### src/rtl/lock_access_ctrl.sv
// Access controller in front of the digital lock: gates presses, times entry/open/lockout windows.
// Optional feature: define LOCKOUT_ESCALATE_EN for doubling lockout durations on repeated lockouts.
module lock_access_ctrl #(
  parameter int MAX_FAILS      = 3,
  parameter int TIMEOUT_CYCLES = 50000000,
  parameter int LOCKOUT_CYCLES = 250000000,
  parameter int OPEN_CYCLES    = 150000000,
  parameter int CNT_W          = 32
) (
  input  logic       clk,
  input  logic       rst,
  input  logic [3:0] btn_in,
  input  logic       attempt_done,
  input  logic       attempt_ok,
  output logic [3:0] btn_out,
  output logic       lock_clear,
  output logic       unlocked,
  output logic       locked_out,
  output logic [3:0] fail_cnt,
  output logic [1:0] state
);

  typedef enum logic [1:0] {
    S_IDLE  = 2'b00,
    S_ENTRY = 2'b01,
    S_OPEN  = 2'b10,
    S_LOCK  = 2'b11
  } state_t;

  state_t           r_state, w_state_nxt;
  logic [CNT_W-1:0] r_cnt, w_cnt_nxt;
  logic [3:0]       r_fails, w_fails_nxt;
  logic [3:0]       r_btn, w_btn_nxt;
  logic             r_clear, w_clear_nxt;
  logic             r_unl, r_lko;
  logic             w_press;
  logic             w_cnt_zero;
  logic [3:0]       w_fail_inc;
  logic [CNT_W-1:0] w_lock_dur;

  assign w_press    = $onehot(btn_in);
  assign w_cnt_zero = (r_cnt == '0);
  assign w_fail_inc = (r_fails >= 4'(MAX_FAILS)) ? r_fails : r_fails + 4'd1;

`ifdef LOCKOUT_ESCALATE_EN
  logic [1:0] r_level, w_level_nxt;
  assign w_lock_dur = (CNT_W'(LOCKOUT_CYCLES) << r_level) - CNT_W'(1);
`else
  assign w_lock_dur = CNT_W'(LOCKOUT_CYCLES - 1);
`endif

  always_comb begin
    w_state_nxt = r_state;
    w_cnt_nxt   = r_cnt;
    w_fails_nxt = r_fails;
    w_btn_nxt   = 4'b0000;
    w_clear_nxt = 1'b0;
`ifdef LOCKOUT_ESCALATE_EN
    w_level_nxt = r_level;
`endif
    case (r_state)
      S_IDLE: begin
        if (w_press) begin
          w_btn_nxt   = btn_in;
          w_state_nxt = S_ENTRY;
          w_cnt_nxt   = CNT_W'(TIMEOUT_CYCLES - 1);
        end
      end
      S_ENTRY: begin
        // A verdict always wins over a coincident press, which is dropped.
        if (attempt_done && attempt_ok) begin
          w_state_nxt = S_OPEN;
          w_cnt_nxt   = CNT_W'(OPEN_CYCLES - 1);
          w_fails_nxt = 4'd0;
`ifdef LOCKOUT_ESCALATE_EN
          w_level_nxt = 2'd0;
`endif
        end else if (attempt_done) begin
          w_fails_nxt = w_fail_inc;
          w_clear_nxt = 1'b1;
          if (w_fail_inc == 4'(MAX_FAILS)) begin
            w_state_nxt = S_LOCK;
            w_cnt_nxt   = w_lock_dur;
`ifdef LOCKOUT_ESCALATE_EN
            if (r_level != 2'd3) w_level_nxt = r_level + 2'd1;
`endif
          end else begin
            w_state_nxt = S_IDLE;
          end
        end else if (w_press) begin
          w_btn_nxt = btn_in;
          w_cnt_nxt = CNT_W'(TIMEOUT_CYCLES - 1);
        end else if (w_cnt_zero) begin
          w_state_nxt = S_IDLE;
          w_clear_nxt = 1'b1;
        end else begin
          w_cnt_nxt = r_cnt - CNT_W'(1);
        end
      end
      S_OPEN: begin
        if (w_cnt_zero) begin
          w_state_nxt = S_IDLE;
          w_clear_nxt = 1'b1;
        end else begin
          w_cnt_nxt = r_cnt - CNT_W'(1);
        end
      end
      S_LOCK: begin
        if (w_cnt_zero) begin
          w_state_nxt = S_IDLE;
          w_fails_nxt = 4'd0;
          w_clear_nxt = 1'b1;
        end else begin
          w_cnt_nxt = r_cnt - CNT_W'(1);
        end
      end
      default: w_state_nxt = S_IDLE;
    endcase
  end

  always_ff @(posedge clk or posedge rst) begin
    if (rst) begin
      r_state <= S_IDLE;
      r_cnt   <= '0;
      r_fails <= 4'd0;
      r_btn   <= 4'b0000;
      r_clear <= 1'b0;
      r_unl   <= 1'b0;
      r_lko   <= 1'b0;
    end else begin
      r_state <= w_state_nxt;
      r_cnt   <= w_cnt_nxt;
      r_fails <= w_fails_nxt;
      r_btn   <= w_btn_nxt;
      r_clear <= w_clear_nxt;
      r_unl   <= (w_state_nxt == S_OPEN);
      r_lko   <= (w_state_nxt == S_LOCK);
    end
  end

`ifdef LOCKOUT_ESCALATE_EN
  always_ff @(posedge clk or posedge rst) begin
    if (rst) r_level <= 2'd0;
    else     r_level <= w_level_nxt;
  end
`endif

  assign btn_out    = r_btn;
  assign lock_clear = r_clear;
  assign unlocked   = r_unl;
  assign locked_out = r_lko;
  assign fail_cnt   = r_fails;
  assign state      = r_state;

endmodule

### config.mk
export PLATFORM = sky130hd
export DESIGN_NAME = lock_access_ctrl
export DESIGN_NICKNAME = d
export VERILOG_FILES = /design/src/rtl/lock_access_ctrl.sv
export SDC_FILE = /design/constraint.sdc
export NUM_CORES = 1
export LEC_CHECK = 0
export ABC_CLOCK_PERIOD_IN_PS = 5100
export BUFFER_PORTS_ARGS = -buffer_cell sky130_fd_sc_hd__buf_4
export CAP_MARGIN = 10
export CORE_ASPECT_RATIO = 1.5
export CORE_UTILIZATION = 50
export CTS_CLUSTER_DIAMETER = 80
export DETAILED_ROUTE_END_ITERATION = 7
export PLACE_DENSITY = 0.69
export REMOVE_ABC_BUFFERS = 1
export SYNTH_ARGS = -nofsm -noshare
export SYNTH_HDL_FRONTEND = slang
export SYNTH_SLANG_ARGS = --single-unit
### constraint.sdc
create_clock -name clk -period 5.1 [get_ports clk]
set_clock_uncertainty 0.05 [all_clocks]
set_input_delay 0.51 -clock clk [delete_from_list [all_inputs] [get_ports clk]]
set_output_delay 0.51 -clock clk [all_outputs]
set_load 0.03 [all_outputs]
==> impl_summary.md <==
Setup path
The worst setup path is launched from a primary input. The endpoint of the worst register-to-register path is r_cnt[25]. The startpoint identified for the worst register-to-register timing path is fail_cnt[0]. The critical path is of the in2reg type. The depth of the worst register-to-register path is 8.

STA classifies the critical path endpoint as a register. On the worst path, the slowest cell contributes a delay of 0.58 ns. The signal on the critical path passes through buf_4 -> inv_1 -> fa_1 -> inv_1 -> ha_1 -> ha_1 -> or3b_2 -> nand2_1 -> o21ai_1 -> buf_4 -> nor2_1 -> a311oi_1 -> a311oi_1.

The slowest cell on the critical path is sky130_fd_sc_hd__or3b_2. The top fanout value on the critical path is 22. The data required time at the worst endpoint is 5.25 ns. The data arrival time of the worst path is approximately 3.4 ns.

The setup check on the worst reg-to-reg path leaves a slack of 2.21 ns.

Final layout
The count of antenna diodes in the layout is 0. The post-layout net count is 320. The top cell types in the final layout, fill and taps aside, are sky130_fd_sc_hd__dfrtp_1 (45), sky130_fd_sc_hd__o21ai_0 (26), sky130_fd_sc_hd__nand2_1 (25), sky130_fd_sc_hd__buf_4 (23), sky130_fd_sc_hd__nor2_1 (22).

The library cell used most frequently in the layout, excluding fill and tap cells, is sky130_fd_sc_hd__dfrtp_1. In the final layout, the share of cells above drive strength 1 is 0.1629. Compared with the post-synthesis result, the final layout area differs by 11.07%.

Floorplan
The number of primary I/O pins is 21. In this run the core area contains 32 standard-cell rows. The floorplan step defined a die boundary enclosing 0.005568 mm^2. In this run the vertical extent of the chip is 90.89 um. The initial utilization of the core area, before any placement, comes to 0.5139. In this run the horizontal extent of the chip is 61.26 um. The core area is 0.005125 mm^2.

Placed design
The number of buffer cells added on primary ports is 20. Prior to clock tree synthesis, the placed netlist has a worst setup slack of 1.497 ns. The congestion estimate from routability-driven global placement came to 0.8640. The estimated wirelength of the detail-placed design is between 4000 and 5000 um.

STA
The actual transition at the worst max-transition pin is 1.163 ns. Setup violations remaining at the end of the flow were counted as 0. The tightest slew margin relative to the limit is 0.2209. The final period utilization is 0.6410. The setup TNS is 0 ns. Setup repair after global routing left no endpoint under its margin. Across all hold checks on the routed design, the worst slack comes to 0.3579 ns. The timing-limited maximum frequency is 0.3059 GHz. Setup slack closes at 1.831 ns. The number of hold violations in the final report is 0. The number of slew-limit violations in the final report was 0. The clock period minus final worst setup slack is 3.269 ns.

Global route
The total track usage is 0.2481. The wire length of the first global-routing pass is 10,440 um. The sum of overflow across all layers after global routing is 0.

Entering global routing, the biggest net connects 46 pins. The number of global-route vias before repair is 2,310. The number of antenna violations at the first check in global routing is 0.

Power and ir drop
The switching power total is around 0.00048 W. Dividing total power by cell area gives a power density of ~400 mW/mm^2. The maximum resistive drop on vdd is 0.2074 mV.

The part of the power in registers is 0.461. Of the total power, the share spent switching nets is 0.4072. The share of power burned in combinational logic is 0.351. The internal power of the cells totals 0.0007000 W. The clock network fraction of total power is 0.188. Summed over all cells, the static leakage comes to ~1.2 nW.

Clock network
The clock tree synthesis step divided the H-tree into 2 levels. The root buffer cell is sky130_fd_sc_hd__clkbuf_8. Clock-pin slew was measured on the worst setup and hold paths at 0.09 ns. The number of clock buffers added by TritonCTS is 5. The number of setup buffers added after CTS is 0. The clock sink count is 45. The clock latency at the later pin of the worst-skew pair is 0.31 ns. The hold-fix buffer count after cts is 0. In this run the deepest clock path goes through 2 buffers. The clock tree from TritonCTS is done. The number of gates resized after cts is 0.

Min path
The path class of the tightest hold or removal check is in2async.

Drt
After detailed routing, the number of vias per cell comes to slightly above 6. The total length of routed wires is 6153 um. The detailed-routing iteration count for the pre-antenna-repair pass is 5. The detail route stage leaves a number of antenna-violating nets equal to 0. In the final routed layout, each cell accounts on average for approximately 16 um.

Detailed routing inserted a total of between 2k and 2.5k vias. For this run, design rule violations remaining after detail routing come to 0. For this block, the initial DRC count from the detailed router was 110.

Yosys
In this run the mean area of a mapped cell was 9.177 um^2. Counting distinct cell types in the post-synthesis netlist gives 58. For this run, the leading register cell type out of synthesis is sky130_fd_sc_hd__dfrtp_1. The mapped netlist covers 0.002634 mm^2. Counting flops and latches in the post-synthesis netlist gives 45.

Yosys printed 0 warnings. The count of flip-flops with a built-in enable after synthesis is 0. The sequential share of the synthesized area is 0.4276. Counting flops with an async set or reset pin after synthesis yields a share of 1.000. After technology mapping, the gate count stands at 287.

Status
The run finished with clean final reports.

Run
The number of max-cap violations is 0.
==> how the worst max path moves through the flow <==
| stage | from | endpoint | slack [ns] | depth (start not counted) |
|---|---|---|---|---|
| floorplan | btn_in[0] | r_cnt[15] | 1.53 | 11 |
| global placement | btn_in[0] | r_cnt[25] | 1.60 | 13 |
| detailed placement | btn_in[0] | r_cnt[25] | 1.50 | 13 |
| CTS | btn_in[0] | r_cnt[25] | 1.81 | 13 |
| global route | btn_in[0] | r_cnt[25] | 1.68 | 13 |
| finish | btn_in[0] | r_cnt[25] | 1.83 | 13 |
==> final cells by class <==
class / instances / area (um^2)
fillers: 458 / 2200
inverters: 12 / 45.04
well taps: 68 / 85.08
clock inverters: 3 / 22.52
repair buffers: 23 / 172.7
clock buffers: 5 / 68.82
multi-input cells: 219 / 1405
flip-flops and latches: 45 / 1126
==> Yosys cell counts (2+ instances only) <==
master,instances,area (um^2)
sky130_fd_sc_hd__or2b_2,2,17.52
sky130_fd_sc_hd__buf_4,2,15.01
sky130_fd_sc_hd__a21oi_1,18,90.09
sky130_fd_sc_hd__a211oi_1,3,22.52
sky130_fd_sc_hd__nor4b_1,2,17.52
sky130_fd_sc_hd__a31oi_1,9,56.30
sky130_fd_sc_hd__and3b_1,2,17.52
sky130_fd_sc_hd__xor2_1,2,17.52
sky130_fd_sc_hd__nand3_1,8,40.04
sky130_fd_sc_hd__ha_1,5,62.56
sky130_fd_sc_hd__nand2_1,25,93.84
sky130_fd_sc_hd__o211a_1,2,20.02
sky130_fd_sc_hd__clkbuf_1,7,26.28
sky130_fd_sc_hd__xnor2_1,5,43.79
sky130_fd_sc_hd__a22o_1,2,17.52
sky130_fd_sc_hd__nor3_1,9,45.04
sky130_fd_sc_hd__nor2b_1,2,12.51
sky130_fd_sc_hd__o22a_1,4,35.03
sky130_fd_sc_hd__dfrtp_1,45,1126
sky130_fd_sc_hd__or3_1,5,31.28
sky130_fd_sc_hd__nor2_1,22,82.58
sky130_fd_sc_hd__inv_1,12,45.04
sky130_fd_sc_hd__or4_4,3,33.78
sky130_fd_sc_hd__a311oi_1,2,17.52
sky130_fd_sc_hd__or3b_2,2,17.52
sky130_fd_sc_hd__nand2b_1,2,12.51
sky130_fd_sc_hd__nor4_4,3,63.81
sky130_fd_sc_hd__o21a_1,3,22.52
sky130_fd_sc_hd__nor4_1,14,87.58
sky130_fd_sc_hd__and2_1,5,31.28
sky130_fd_sc_hd__nand4_1,7,43.79
sky130_fd_sc_hd__o21ai_0,27,135.1
==> stage by stage <==
stage          area, um^2  total power [W]  std cells  utilization
6_report             2925         0.001181        375       0.5708
5_1_grt              2925         0.001268        375       0.5708
4_1_cts              2925         0.001186        375       0.5708
3_5_place_dp         2834        0.0009641        367       0.5530
3_3_place_gp         2834        0.0009558        367       0.5530
2_1_floorplan        2576        0.0008198        276            -
==> logic make-up (layout without fill, tap and decap cells) <==
family	count (synthesis)	in the layout	synth area share
compound gates	84	84	0.2057
xor+xnor	7	7	0.02328
fa+ha+maj	6	6	0.03135
buf+inv	23	43	0.03895
flops	45	45	0.4276
simple gates	122	122	0.2732
==> layer usage <==
metal / up-vias / global-route usage / routed length, um
met2: 71 / 0.4212 / 3174
met3: 18 / 0.04298 / 235
met4: 0 / 0.1098 / 219
met5: - / 0 / 0
li1: 1111 / - / -
met1: 1113 / 0.2923 / 2524
==> registers in the layout, summed over array words and instances (netlist names) <==
register,count
r_cnt,32
btn_out,4
fail_cnt,4
state,2
lock_clear,1
locked_out,1
unlocked,1
==> worst max-delay path, delay by kind of cell <==
family                   cells  cell delay, ns
AND/OR/NAND/NOR              3            1.05
AO/OA/AOI/OAI                3            0.47
buffers and inverters        4            0.40
adder cells (fa/ha/maj)      3            0.98
==> power by group through the flow <==
stage               logic (W)  clock network, W  registers, W
floorplan            0.000252                 0      0.000567
global placement     0.000408                 0      0.000548
detailed placement   0.000415                 0      0.000549
CTS                  0.000417          0.000227      0.000542
global route         0.000462          0.000245      0.000560
finish               0.000415          0.000222      0.000544
No activity file was read; power rests on OpenSTA's default activity.
